**config.mk**
```make
export PLATFORM = sky130hd
export DESIGN_NAME = pipeline_ctrl
export DESIGN_NICKNAME = d
export VERILOG_FILES = /design/src/rtl/pipeline_ctrl.sv
export SDC_FILE = /design/constraint.sdc
export NUM_CORES = 1
export LEC_CHECK = 0
export BUFFER_PORTS_ARGS = -buffer_cell sky130_fd_sc_hd__buf_2
export CORE_MARGIN = 2
export CORE_UTILIZATION = 41
export DETAILED_ROUTE_END_ITERATION = 16
export MAX_ROUTING_LAYER = met4
export PLACE_DENSITY_LB_ADDON = 0.3
export SYNTH_ARGS = -nofsm -noshare
export SYNTH_HDL_FRONTEND = slang
export SYNTH_SLANG_ARGS = --single-unit
export TNS_END_PERCENT = 10
```
**constraint.sdc**
```tcl
create_clock -name clk -period 1.4 [get_ports clk]
set_input_delay 0.21 -clock clk [delete_from_list [all_inputs] [get_ports clk]]
set_output_delay 0.21 -clock clk [all_outputs]
set_load 0.005 [all_outputs]
```
**src/rtl/pipeline_ctrl.sv**
```systemverilog
// Pipeline stall/flush sequencer: SRAM wait FSM with timeout, branch flush, load-use stall.
// Optional performance counters are built only when PIPE_PERF_CNT_EN is defined.
module pipeline_ctrl #(
  parameter int unsigned WAIT_MAX = 15,
  parameter int unsigned CNT_W    = 16
) (
  input  logic             clk,
  input  logic             rst_n,
  input  logic             hazard,
  input  logic             branchTaken,
  input  logic             memReq,
  input  logic             memReady,
  output logic             freezePC,
  output logic             freezeIF,
  output logic             flushIF,
  output logic             flushID,
  output logic             freezeAll,
  output logic             memErr,
  output logic [1:0]       waitState,
  output logic [CNT_W-1:0] stallCount,
  output logic [CNT_W-1:0] flushCount
);

  localparam int unsigned WCNT_W = $clog2(WAIT_MAX + 1);

  typedef enum logic [1:0] {
    ST_RUN  = 2'd0,
    ST_WAIT = 2'd1,
    ST_ERR  = 2'd2
  } state_e;

  state_e              state_q, state_d;
  logic [WCNT_W-1:0]   wcnt_q, wcnt_d;
  logic                mem_err_q, mem_err_d;
  logic                freeze;

  // Wait FSM; a dropped memReq while waiting is treated as completion.
  always_comb begin
    state_d   = state_q;
    wcnt_d    = wcnt_q;
    mem_err_d = mem_err_q;
    freeze    = 1'b0;
    case (state_q)
      ST_RUN: begin
        if (memReq && !memReady) begin
          freeze  = 1'b1;
          state_d = ST_WAIT;
          wcnt_d  = WCNT_W'(1);
        end
      end
      ST_WAIT: begin
        if (!memReq || memReady) begin
          state_d = ST_RUN;
          wcnt_d  = '0;
        end else begin
          freeze = 1'b1;
          if (wcnt_q == WCNT_W'(WAIT_MAX)) begin
            state_d   = ST_ERR;
            mem_err_d = 1'b1;
          end else begin
            wcnt_d = wcnt_q + WCNT_W'(1);
          end
        end
      end
      ST_ERR: begin
        freeze = 1'b1;
      end
      default: begin
        state_d = ST_RUN;
      end
    endcase
  end

  always_ff @(posedge clk or negedge rst_n) begin
    if (!rst_n) begin
      state_q   <= ST_RUN;
      wcnt_q    <= '0;
      mem_err_q <= 1'b0;
    end else begin
      state_q   <= state_d;
      wcnt_q    <= wcnt_d;
      mem_err_q <= mem_err_d;
    end
  end

  // Mealy hazard arbitration: memory freeze > taken branch > load-use.
  always_comb begin
    freezeAll = 1'b0;
    freezePC  = 1'b0;
    freezeIF  = 1'b0;
    flushIF   = 1'b0;
    flushID   = 1'b0;
    if (rst_n) begin
      if (freeze) begin
        freezeAll = 1'b1;
        freezePC  = 1'b1;
        freezeIF  = 1'b1;
      end else if (branchTaken) begin
        flushIF = 1'b1;
        flushID = 1'b1;
      end else if (hazard) begin
        freezePC = 1'b1;
        freezeIF = 1'b1;
        flushID  = 1'b1;
      end
    end
  end

  assign memErr    = mem_err_q;
  assign waitState = state_q;

`ifdef PIPE_PERF_CNT_EN
  logic [CNT_W-1:0] stall_cnt_q, stall_cnt_d;
  logic [CNT_W-1:0] flush_cnt_q, flush_cnt_d;

  // Saturating counters; freezePC covers every freezeAll cycle as well.
  always_comb begin
    stall_cnt_d = stall_cnt_q;
    flush_cnt_d = flush_cnt_q;
    if (freezePC && (stall_cnt_q != '1)) stall_cnt_d = stall_cnt_q + CNT_W'(1);
    if (flushIF && (flush_cnt_q != '1)) flush_cnt_d = flush_cnt_q + CNT_W'(1);
  end

  always_ff @(posedge clk or negedge rst_n) begin
    if (!rst_n) begin
      stall_cnt_q <= '0;
      flush_cnt_q <= '0;
    end else begin
      stall_cnt_q <= stall_cnt_d;
      flush_cnt_q <= flush_cnt_d;
    end
  end

  assign stallCount = stall_cnt_q;
  assign flushCount = flush_cnt_q;
`else
  assign stallCount = '0;
  assign flushCount = '0;
`endif

endmodule
```
[Word level (Yosys, flattened, before mapping)]
Cells that the tools add are included.
Storage, ports and cells
  bits in registers: 7
  input port bits: 6
  output and inout port bits: 40
  logic and storage cells: 44
Cells by class
  add/sub/neg operators: 1
  equality and inequality tests: 6
  mux-type cells: 23
  bitwise logic cells: 2
  reductions and logical operators: 9
Operator list (number)
  1-bit two-way mux: 14
  4-bit two-way mux: 3
  3-bit AND reduction: 3
  4-bit case mux with 2 select lines: 1
  2-bit two-way mux: 3
  3-bit != test (second input constant): 2
  2-bit case mux with 3 select lines: 1
  4-bit by 1-bit adder with 4-bit output (second input constant): 1
  4-bit == test (second input constant): 1
  1-bit case mux with 3 select lines: 1
  2-bit by 1-bit == test with 1-bit output (second input constant): 1
  2-bit == test (second input constant): 1
  1-bit logical NOT: 2
  2-bit logical NOT: 1
  2-bit != test (second input constant): 1
  1-bit inverter: 2
  2-bit nonzero test: 1
  1-bit logical AND: 1
  1-bit logical OR: 1

[Longest topological paths before layout]
Gate-level depths: netlist (run 1).
  depth after elaboration: 6
  gate-level depth with buffers: 5
  gate-level depth less buffers: 4

[Worst setup path before layout (run 1)]
Ideal clock, no wire load.
  kind: reg2out
  from: register state_q[1] (netlist: waitState[1])
  to: output port freezePC
  arrival: 1242 ps
  required time: 1190 ps
  slack: -52 ps
  stages on the path, launching flop included: 5
  buffers on the path: 1
  path through: dfrtp_1 > nor3b_1 > a21oi_1 > a21boi_0 > buf_4
Between the ends
  word-level cells in the longest chain between the ends: 4
  elaborated cells on any way between the ends: 6
  those cells by class: eq/ne (2); mux (3); reduce/logical (1)
Ends and longest elaborated chain
  start: declaration: RTL line 32  | state_e state_q, state_d;
  start signal: assignment: RTL line 80  | state_q <= state_d;
  2-bit == test, or another cell as far along: RTL line 43  | case (state_q)
  1-bit case mux with 3 select lines (*): RTL line 43
  1-bit two-way mux (*) (2 in series)
  end: declaration: RTL line 13  | output logic freezePC,
Every way passes the cells marked *; elsewhere a longest branch is shown, timed or not.

[Worst setup path in the final report (run 1)]
  from: register state_q[1] (netlist: waitState[1])
  to: output port flushIF
Between the ends
  word-level cells in the longest chain between the ends: 4
  elaborated cells on any way between the ends: 6
  those cells by class: eq/ne (2); mux (3); reduce/logical (1)
Ends and longest elaborated chain
  2-bit == test, or another cell as far along: RTL line 43
  1-bit case mux with 3 select lines (*): RTL line 43
  1-bit two-way mux (*): RTL line 94  | if (freeze) begin
  1-bit two-way mux (*): RTL line 93  | if (rst_n) begin
  end: declaration: RTL line 15  | output logic flushIF,
Marks and branches as above.

==> results of run 1 <==
routing by layer:
| metal | GRT usage (%) | wire, µm | vias up |
|---|---|---|---|
| met1 | 16.1 | 501 | 233 |
| met4 | 5.29 | 6 | 0 |
| met3 | 5.95 | 128 | 2 |
| li1 | - | - | 252 |
| met2 | 19.4 | 623 | 33 |
| met5 | - | 0 | - |
cell families after synthesis:
logic type	Yosys count
buffers and inverters	38
flip-flops	7
AO/OA/AOI/OAI	15
adder cells (fa/ha/maj)	1
other	1
multiplexers	1
AND/OR/NAND/NOR	16
registers in the layout, summed over array words and instances, names as in the netlist:
register / cells
waitState: 2
memErr: 1
wcnt_q: 4
repair_timing:
action | in CTS | in global routing
hold buffers | 1 | 0
cloned | 0 | 0
endpoints found under the hold margin | 7 | 0
buffers inserted | 3 | 1
pin swaps | 2 | 6
endpoints found under the setup margin | 5 | 8
gates resized for setup | 2 | 7
metrics by stage:
stage / power, mW / cell area [µm²] / TNS [ns] / std cells
after detailed placement: 0.347 / 686 / 0 / 110
after global placement: 0.344 / 686 / 0 / 110
after floorplan: 0.364 / 820 / 0 / 110
after CTS: 0.544 / 753 / -0.214 / 118
after global routing: 0.588 / 791 / -0.584 / 119
final: 0.545 / 791 / -0.213 / 119
cells in the final DEF, fill, tap and decap left out, types with 2 or more instances in the layout:
master | synthesis | layout
o211a_1 | 2 | 2
dfrtp_1 | 7 | 7
buf_2 | 1 | 13
inv_1 | 3 | 3
conb_1 | 1 | 32
nand2_1 | 2 | 2
clkbuf_4 | 0 | 3
nor2b_1 | 4 | 4
buf_4 | 33 | 9
o2bb2ai_1 | 2 | 2
nand2b_1 | 3 | 3
worst paths after layout:
kind	from	endpoint	slack, ns	cells past startpoint
setup / recovery	waitState[1]	flushIF	-0.06	4
hold / removal	memReady	wcnt_q[1]	0.41	4
setup reg to reg	waitState[1]	wcnt_q[0]	0.08	6
hold reg to reg	memErr	memErr	0.46	1
max in group asynchronous	rst_n	wcnt_q[2]	0.73	2
min in group asynchronous	rst_n	wcnt_q[0]	0.43	2
area by class of cell:
type / count / area [µm²] / share of cell area, %
clock buffer: 4 / 26.3 / 3.32
inverter: 3 / 11.3 / 1.42
multi-input combinational: 65 / 404 / 51.1
sequential: 7 / 175 / 22.2
tap: 16 / 20.0 / 2.53
timing repair buffer: 24 / 154 / 19.5
power by group through the flow:
stage | clock (mW) | sequential (mW) | combinational, mW
final | 0.184 | 0.218 | 0.143
after global routing | 0.206 | 0.220 | 0.161
after CTS | 0.195 | 0.218 | 0.132
after detailed placement | 0 | 0.221 | 0.126
after global placement | 0 | 0.221 | 0.123
after floorplan | 0 | 0.225 | 0.139
worst max-delay path, cell delays in order, from the launching register on:
cell     delay (ns)
dfrtp_1        0.41
nor3b_4        0.26
a21oi_4        0.06
and3_1         0.14
buf_2          0.12
==> results.py, run 1 <==
metrics = {
    "status": {
        "status": "finished, violations left",
        "failed_checks": "negative setup slack",
    },
    "layout": {
        "drive_gt1_share_pct": 33.0,
        "area_growth_pct": 12.5,
        "finalNetCount": 111,
        "n_antenna_cell": 0,
        "n_fill_cell": 152,
        "postLayoutCoreUtil_pct": 50.7,
    },
    "drt": {
        "drcViolationCount": 0,
        "drt-total-wl_mm": 1.26,
        "avgRoutedWirePerCell_um": 10.6,
        "initialDrtViolationCount": 4,
        "ant_nets": 0,
        "via_count": 520,
        "drt_first_pass_iters": 6,
        "vias_per_cell": 4.37,
    },
    "logic_synthesis": {
        "ys_warn_count": 0,
        "synth_seq_cells": 7,
        "yosysSeqAreaShare_pct": 24.9,
        "synth_top_family_by_area": "buffers and inverters",
        "synthTopCellsByCount": "33 x buf_4, 7 x dfrtp_1, 4 x nor2b_1",
        "synthTopCellsByArea": "buf_4 35%, dfrtp_1 25%, nor2b_1 3.6%, o211a_1 2.8%, nand2b_1 2.7%",
        "synth_top_area_cell": "buf_4",
        "synthMuxAreaShare_pct": 1.42,
        "synth_area_um2": 703,
        "syn-instance-count": 79,
        "synth_xor_area_share_pct": 0,
        "synth.most_common_cell": "buf_4",
        "synth_edf_count": 0,
        "synthSimpleGateAreaFrac_pct": 14.2,
        "syn_avg_cell_area_um2": 8.90,
        "synth.top_cell.area_share_pct": 35.2,
        "synth_compound_area_share_pct": 18.0,
        "synth_ff_type": "dfrtp_1",
        "synth-async-reset-ratio_pct": 100,
        "synth_cell_type_count": 27,
        "synth_fa_ha_area_share_pct": 1.78,
    },
    "placed_design": {
        "hpwlAfterDp_um": 924,
        "io_buffer_count": 13,
        "gp_congestion": 0.796,
        "place_ws_ns": 0.0636,
    },
    "setup_path": {
        "worstSetupEndpointType": "output pin",
        "critical_path_arrival_ns": 1.25,
        "cp.required_ns": 1.19,
        "crit_fanout": 4,
        "worstSetupPathType": "flip-flop to output pin",
        "startpoint_type": "flip-flop",
    },
    "floorplan": {
        "pin_count": 46,
        "initial_core_util_pct": 45.1,
        "core_area_um2": 1560,
        "die_y_um": 45.4,
        "dieWidth_um": 45.4,
        "dieArea_um2": 2060,
        "rows": 14,
    },
    "timing": {
        "finalCritPeriodShare_pct": 104,
        "hold_slack_ns": 0.411,
        "fin_crit_ns": 1.46,
        "rsz0062_at_grt": "yes",
        "max_freq_mhz": 684,
        "finalWorstSetupSlack_ns": -0.0615,
        "clock_skew_ns": 0.00375,
        "slew_violations": 0,
        "hold_viol_final": 0,
        "setup_viol": 5,
    },
    "clocking": {
        "clk_pin_slew_ns": 0.05,
        "numCtsBuffers": 3,
        "worstSkewPairLatency_ns": 0.25,
        "h-tree-depth": 1,
        "cts_max_path_buffers": 2,
        "cts_tree": "done",
        "root_buffer": "clkbuf_4",
        "cts_sinks": 7,
    },
    "power": {
        "p_int_mw": 0.384,
        "power_density_nw_per_um2": 689,
        "seq_power_share_pct": 40.0,
        "p_switching_mw": 0.160,
        "p_sw_share_pct": 29.4,
        "p_comb_share_pct": 26.3,
        "p_leak_nw": 0.439,
        "ir_drop_mv": 0.409,
        "p_clk_share_pct": 33.7,
    },
    "grt": {
        "grt_max_degree": 8,
        "grt_pass1_wl_mm": 1.84,
        "overflow": 0,
        "grt_pass1_vias": 415,
        "grt_usage_pct": 13.4,
        "antenna_found_initial": 0,
    },
    "worst_hold_path": {
        "min_path_type": "input pin to flip-flop",
    },
    "run": {
        "drv_cap": 0,
    },
}
(Power assumes the default switching activity.)
==> run 2: changes to the inputs <==
--- a/config.mk
+++ b/config.mk
@@ -10,7 +10,7 @@
 export CORE_UTILIZATION = 41
 export DETAILED_ROUTE_END_ITERATION = 16
 export MAX_ROUTING_LAYER = met4
-export PLACE_DENSITY_LB_ADDON = 0.3
+export PLACE_DENSITY = 0.81
 export SYNTH_ARGS = -nofsm -noshare
 export SYNTH_HDL_FRONTEND = slang
 export SYNTH_SLANG_ARGS = --single-unit
==> results.py, run 2 (synthesized netlist as in run 1, its figures left out) <==
metrics = {
    "status": {
        "status": "finished, violations left",
        "failed_checks": "negative setup slack",
    },
    "floorplan": {
        "pin_count": 46,
        "dieArea_um2": 2060,
        "initial_core_util_pct": 45.1,
        "dieWidth_um": 45.4,
        "rows": 14,
        "core_area_um2": 1560,
        "die_y_um": 45.4,
    },
    "power": {
        "p_clk_share_pct": 35.9,
        "p_int_mw": 0.378,
        "p_switching_mw": 0.171,
        "p_comb_share_pct": 24.2,
        "power_density_nw_per_um2": 726,
        "p_leak_nw": 0.423,
        "seq_power_share_pct": 39.9,
        "ir_drop_mv": 0.321,
        "p_sw_share_pct": 31.2,
    },
    "clocking": {
        "root_buffer": "clkbuf_4",
        "worstSkewPairLatency_ns": 0.26,
        "numCtsBuffers": 3,
        "cts_max_path_buffers": 2,
        "clk_pin_slew_ns": 0.06,
        "h-tree-depth": 1,
        "cts_tree": "done",
        "cts_sinks": 7,
    },
    "layout": {
        "largest_reg_flops": 4,
        "drive_gt1_share_pct": 30.0,
        "finalNetCount": 108,
        "largest-register": "wcnt_q",
        "n_fill_cell": 150,
        "area_growth_pct": 7.65,
        "layout.cells.most_common_list": "32 x conb_1, 13 x buf_2, 7 x dfrtp_1, 7 x buf_4, 4 x nor2b_1",
        "postLayoutCoreUtil_pct": 48.6,
        "layout_commonest_cell": "conb_1",
        "instances_no_fill": 116,
        "n_antenna_cell": 0,
    },
    "drt": {
        "vias_per_cell": 4.64,
        "via_count": 538,
        "drt_first_pass_iters": 4,
        "avgRoutedWirePerCell_um": 11.5,
        "drt-total-wl_mm": 1.33,
        "initialDrtViolationCount": 8,
        "drcViolationCount": 0,
        "ant_nets": 0,
    },
    "grt": {
        "antenna_found_initial": 0,
        "overflow": 0,
        "grt_usage_pct": 12.9,
        "grt_pass1_vias": 440,
        "grt_pass1_wl_mm": 1.86,
        "grt_max_degree": 9,
    },
    "placed_design": {
        "place_ws_ns": 0.0302,
        "hpwlAfterDp_um": 911,
        "gp_congestion": 0.777,
        "dp_cells": 108,
        "io_buffer_count": 13,
    },
    "timing": {
        "max_freq_mhz": 673,
        "clock_skew_ns": 0.00696,
        "hold_slack_ns": 0.428,
        "fin_crit_ns": 1.49,
        "slew_violations": 0,
        "finalWorstSetupSlack_ns": -0.0854,
        "setup_viol": 5,
        "hold_viol_final": 0,
        "finalCritPeriodShare_pct": 106,
        "rsz0062_at_grt": "yes",
    },
    "setup_path": {
        "critical-path-max-stage-delay_ns": 0.42,
        "cpMaxStageDelayCell": "dfrtp_1",
        "r2r_end": "wcnt_q[0]",
        "crit_fanout": 4,
        "cp.required_ns": 1.19,
        "ff2ff_path_depth": 4,
        "worstSetupEndpointType": "output pin",
        "path_cells": "nor3b_4, a21oi_4, and3_1, buf_2",
        "critical_path_arrival_ns": 1.28,
        "r2r_start": "wcnt_q[1]",
        "critPathBufInv": 1,
        "worstSetupPathType": "flip-flop to output pin",
        "cp_top_family": "simple AND/OR/NAND/NOR gates",
        "startpoint_type": "flip-flop",
        "ff2ff_setup_slack_ns": 0.10,
    },
    "run": {
        "drv_cap": 0,
    },
    "worst_hold_path": {
        "min_path_type": "input pin to asynchronous set/reset pin",
    },
}
[run 2: cell count changes in the layout (fill, tap and decap cells not counted)]
cell     previous run  this run
o21ai_1             1         0
o21ai_0             1         2
a41oi_2             1         0
a41oi_1             0         1
buf_6               1         0
buf_4               9         7
[run 2: worst max-delay path by stage]
stage	start	endpoint	cells past startpoint
after global placement	wcnt_q[1]	wcnt_q[0]	4
after CTS	waitState[1]	freezePC	4
after floorplan	waitState[1]	freezePC	4
after detailed placement	wcnt_q[1]	wcnt_q[0]	4
after global routing	waitState[1]	flushIF	4
final	waitState[1]	flushIF	4
[run 2: metrics by stage]
step | total power, mW | cell area (µm²) | setup TNS, ns
2_1_floorplan | 0.364 | 820 | 0
3_3_place_gp | 0.336 | 671 | 0
3_5_place_dp | 0.340 | 671 | 0
4_1_cts | 0.544 | 738 | -0.248
5_1_grt | 0.580 | 757 | -0.628
6_report | 0.550 | 757 | -0.317
[run 2: worst reg2reg max path, delay by kind of cell (launching register included)]
family	cells	cell delay [ns]
flip-flops	1	0.40
AO/OA/AOI/OAI	2	0.34
AND/OR/NAND/NOR	1	0.26
adder cells (fa/ha/maj)	1	0.22
[run 2: area by class of cell]
class	instances	area, µm²	share of cell area [%]
Timing Repair Buffer	21	128	16.9
Sequential cell	7	175	23.1
Tap cell	16	20.0	2.64
Clock buffer	4	26.3	3.47
Multi-Input combinational cell	65	397	52.4
Inverter	3	11.3	1.49
[run 2: power by group through the flow]
| stage | Sequential [mW] | Clock, mW | Combinational [mW] |
|---|---|---|---|
| floorplan | 0.225 | 0 | 0.139 |
| global placement | 0.223 | 0 | 0.113 |
| detailed placement | 0.222 | 0 | 0.118 |
| CTS | 0.219 | 0.201 | 0.124 |
| global route | 0.221 | 0.209 | 0.149 |
| finish | 0.219 | 0.197 | 0.133 |
[run 2: timing repair]
item                                    CTS  global route
hold endpoints to repair                  7             0
pin swaps                                 1             2
gates resized for setup                   2             4
setup buffers                             3             0
hold buffers                              1             0
endpoints found under the setup margin    5             7
[run 2: metal layers]
| layer | up-vias | share of wire, % | track usage [%] |
|---|---|---|---|
| met2 | 41 | 53 | 23.4 |
| li1 | 245 | - | - |
| met1 | 252 | 37 | 13.2 |
| met4 | 0 | 0 | 2.35 |
| met3 | 0 | 9.9 | 4.76 |
| met5 | - | 0 | - |
==> run 3: changes to the inputs <==
--- a/config.mk
+++ b/config.mk
@@ -5,6 +5,7 @@
 export SDC_FILE = /design/constraint.sdc
 export NUM_CORES = 1
 export LEC_CHECK = 0
+export ABC_AREA = 1
 export BUFFER_PORTS_ARGS = -buffer_cell sky130_fd_sc_hd__buf_2
 export CORE_MARGIN = 2
 export CORE_UTILIZATION = 41
==> results.py, run 3 <==
metrics = {
    "status": {
        "status": "finished clean",
    },
    "clocking": {
        "h-tree-depth": 1,
        "cts_max_path_buffers": 2,
        "cts_tree": "done",
        "root_buffer": "clkbuf_4",
        "worstSkewPairLatency_ns": 0.24,
        "clk_pin_slew_ns": 0.05,
        "numCtsBuffers": 3,
        "cts_sinks": 7,
    },
    "logic_synthesis": {
        "yosysSeqAreaShare_pct": 24.2,
        "synth_fa_ha_area_share_pct": 1.73,
        "synth_top_area_cell": "buf_4",
        "synthSimpleGateAreaFrac_pct": 30.4,
        "synthMuxAreaShare_pct": 0,
        "synth.most_common_cell": "buf_4",
        "synth_compound_area_share_pct": 2.25,
        "synthTopCellsByCount": "33 x buf_4, 18 x nand2_1, 10 x inv_1",
        "synth.top_cell.area_share_pct": 34.2,
        "synth_cell_type_count": 20,
        "synthTopCellsByArea": "buf_4 34%, dfrtp_1 24%, nand2_1 9.3%, nand3_1 5.5%, inv_1 5.2%",
        "synth_edf_count": 0,
        "synth_top_family_by_area": "buffers and inverters",
        "synth-async-reset-ratio_pct": 100,
        "syn_avg_cell_area_um2": 7.17,
        "synth_ff_type": "dfrtp_1",
        "synth_area_um2": 724,
        "ys_warn_count": 0,
        "syn-instance-count": 101,
        "synth_seq_cells": 7,
        "synth_xor_area_share_pct": 0,
    },
    "run": {
        "drv_cap": 0,
    },
    "drt": {
        "vias_per_cell": 4.17,
        "initialDrtViolationCount": 6,
        "ant_nets": 0,
        "avgRoutedWirePerCell_um": 8.79,
        "drt_first_pass_iters": 4,
        "drcViolationCount": 0,
        "via_count": 567,
        "drt-total-wl_mm": 1.20,
    },
    "setup_path": {
        "worstSetupPathType": "flip-flop to output pin",
        "ff2ff_setup_slack_ns": 0.17,
        "critPathBufInv": 2,
        "critical-path-max-stage-delay_ns": 0.42,
        "worstSetupEndpointType": "output pin",
        "crit_fanout": 4,
        "critical_path_arrival_ns": 1.12,
        "cp_top_family": "flip-flops",
        "cp.required_ns": 1.19,
        "cpMaxStageDelayCell": "dfrtp_2",
        "startpoint_type": "flip-flop",
        "path_cells": "inv_2, nand3_4, a31oi_4, buf_2",
    },
    "timing": {
        "setup_viol": 0,
        "rsz0062_at_grt": "no",
        "hold_viol_final": 0,
        "finalSetupTns_ns": 0,
        "slew_violations": 0,
        "max_freq_mhz": 752,
        "clock_skew_ns": 0.00144,
        "finalCritPeriodShare_pct": 94.9,
        "fin_crit_ns": 1.33,
    },
    "grt": {
        "overflow": 0,
        "antenna_found_initial": 0,
        "grt_usage_pct": 11.7,
        "grt_pass1_wl_mm": 1.68,
        "grt_max_degree": 8,
        "grt_pass1_vias": 447,
    },
    "layout": {
        "layout.cells.most_common_list": "32 x conb_1, 17 x nand2_1, 13 x buf_2, 9 x inv_1, 8 x nand3_1",
        "n_antenna_cell": 0,
        "area_growth_pct": 4.49,
        "n_fill_cell": 169,
        "layout_commonest_cell": "conb_1",
        "postLayoutCoreUtil_pct": 44.8,
        "instances_no_fill": 136,
        "largest_reg_flops": 4,
        "drive_gt1_share_pct": 27.7,
        "finalNetCount": 127,
        "largest-register": "wcnt_q",
        "final_area_um2": 757,
    },
    "power": {
        "power_density_nw_per_um2": 575,
        "power_mw": 0.435,
        "p_leak_nw": 0.436,
        "ir_drop_mv": 0.346,
    },
    "placed_design": {
        "hpwlAfterDp_um": 981,
        "io_buffer_count": 13,
        "dp_cells": 129,
        "place_area_um2": 679,
        "gp_congestion": 0.757,
    },
    "worst_hold_path": {
        "min_path_type": "input pin to flip-flop",
    },
    "floorplan": {
        "core_area_um2": 1690,
        "dieArea_um2": 2120,
        "pin_count": 46,
        "dieWidth_um": 46.0,
        "initial_core_util_pct": 42.9,
        "rows": 15,
        "die_y_um": 46.0,
    },
}
-- run 3: cell count changes in the layout (fill, tap and decap cells not counted), sizes merged, moves of 3 or more --
cell | before | now
inv | 3 | 12
nand2b | 3 | 0
nor2b | 4 | 0
nand3 | 1 | 10
nand2 | 2 | 22
nor2 | 1 | 8
buf | 20 | 15
-- run 3: power by group --
| part | total (mW) | switching [mW] | internal (mW) |
|---|---|---|---|
| sequential | 0.203 | 0 | 0.203 |
| clock | 0.175 | 0.0668 | 0.108 |
| combinational | 0.0572 | 0.0424 | 0.0148 |
-- run 3: kinds of logic after synthesis --
logic type / count (synthesis)
AND/OR/NAND/NOR: 43
flip-flops: 7
AO/OA/AOI/OAI: 3
other: 1
buffers and inverters: 46
adder cells (fa/ha/maj): 1
-- run 3: repair_timing --
action	CTS	global route
gates cloned	0	0
pin swaps	1	1
hold buffers	1	0
setup endpoints to repair	3	2
buffers inserted	2	0
resized for setup	3	3
endpoints found under the hold margin	7	0
-- run 3: layout make-up --
type | instances | area, µm² | share of cell area, %
Multi-Input combinational cell | 79 | 394 | 52.1
Inverter | 13 | 48.8 | 6.45
Sequential cell | 7 | 176 | 23.3
Timing Repair Buffer | 16 | 90.1 | 11.9
Clock buffer | 4 | 26.3 | 3.47
Tap cell | 17 | 21.3 | 2.81
-- run 3: worst min-delay path, delay by kind of cell --
kind	cells	cell delay, ns
AND/OR/NAND/NOR	3	0.18
buffers and inverters	1	0.09
-- run 3: final timing paths --
| check | start | cells past startpoint | endpoint |
|---|---|---|---|
| setup / recovery | waitState[1] | 4 | freezeIF |
| hold / removal | memReady | 4 | wcnt_q[2] |
| setup reg to reg | wcnt_q[0] | 7 | wcnt_q[1] |
| hold reg to reg | memErr | 2 | memErr |
| max in group asynchronous | rst_n | 2 | waitState[1] |
| min in group asynchronous | rst_n | 2 | waitState[0] |
-- run 3: per-stage QoR --
| step | setup WS, ns | hold slack (ns) |
|---|---|---|
| after floorplan | 0.227 | -0.0856 |
| after global placement | 0.229 | 0.0555 |
| after detailed placement | 0.166 | 0.0603 |
| after CTS | 0.00000222 | 0.263 |
| after global routing | 0.00760 | 0.305 |
| final | 0.0709 | 0.272 |
-- run 3: per-layer routing --
| layer | global-route usage (%) | routed length (µm) | share of wire (%) | vias to the layer above |
|---|---|---|---|---|
| met5 | - | 0 | 0 | - |
| li1 | - | - | - | 284 |
| met2 | 18.6 | 646 | 54 | 21 |
| met4 | 10.3 | 12 | 1.0 | 0 |
| met3 | 1.19 | 58 | 4.8 | 2 |
| met1 | 12.6 | 479 | 40 | 260 |
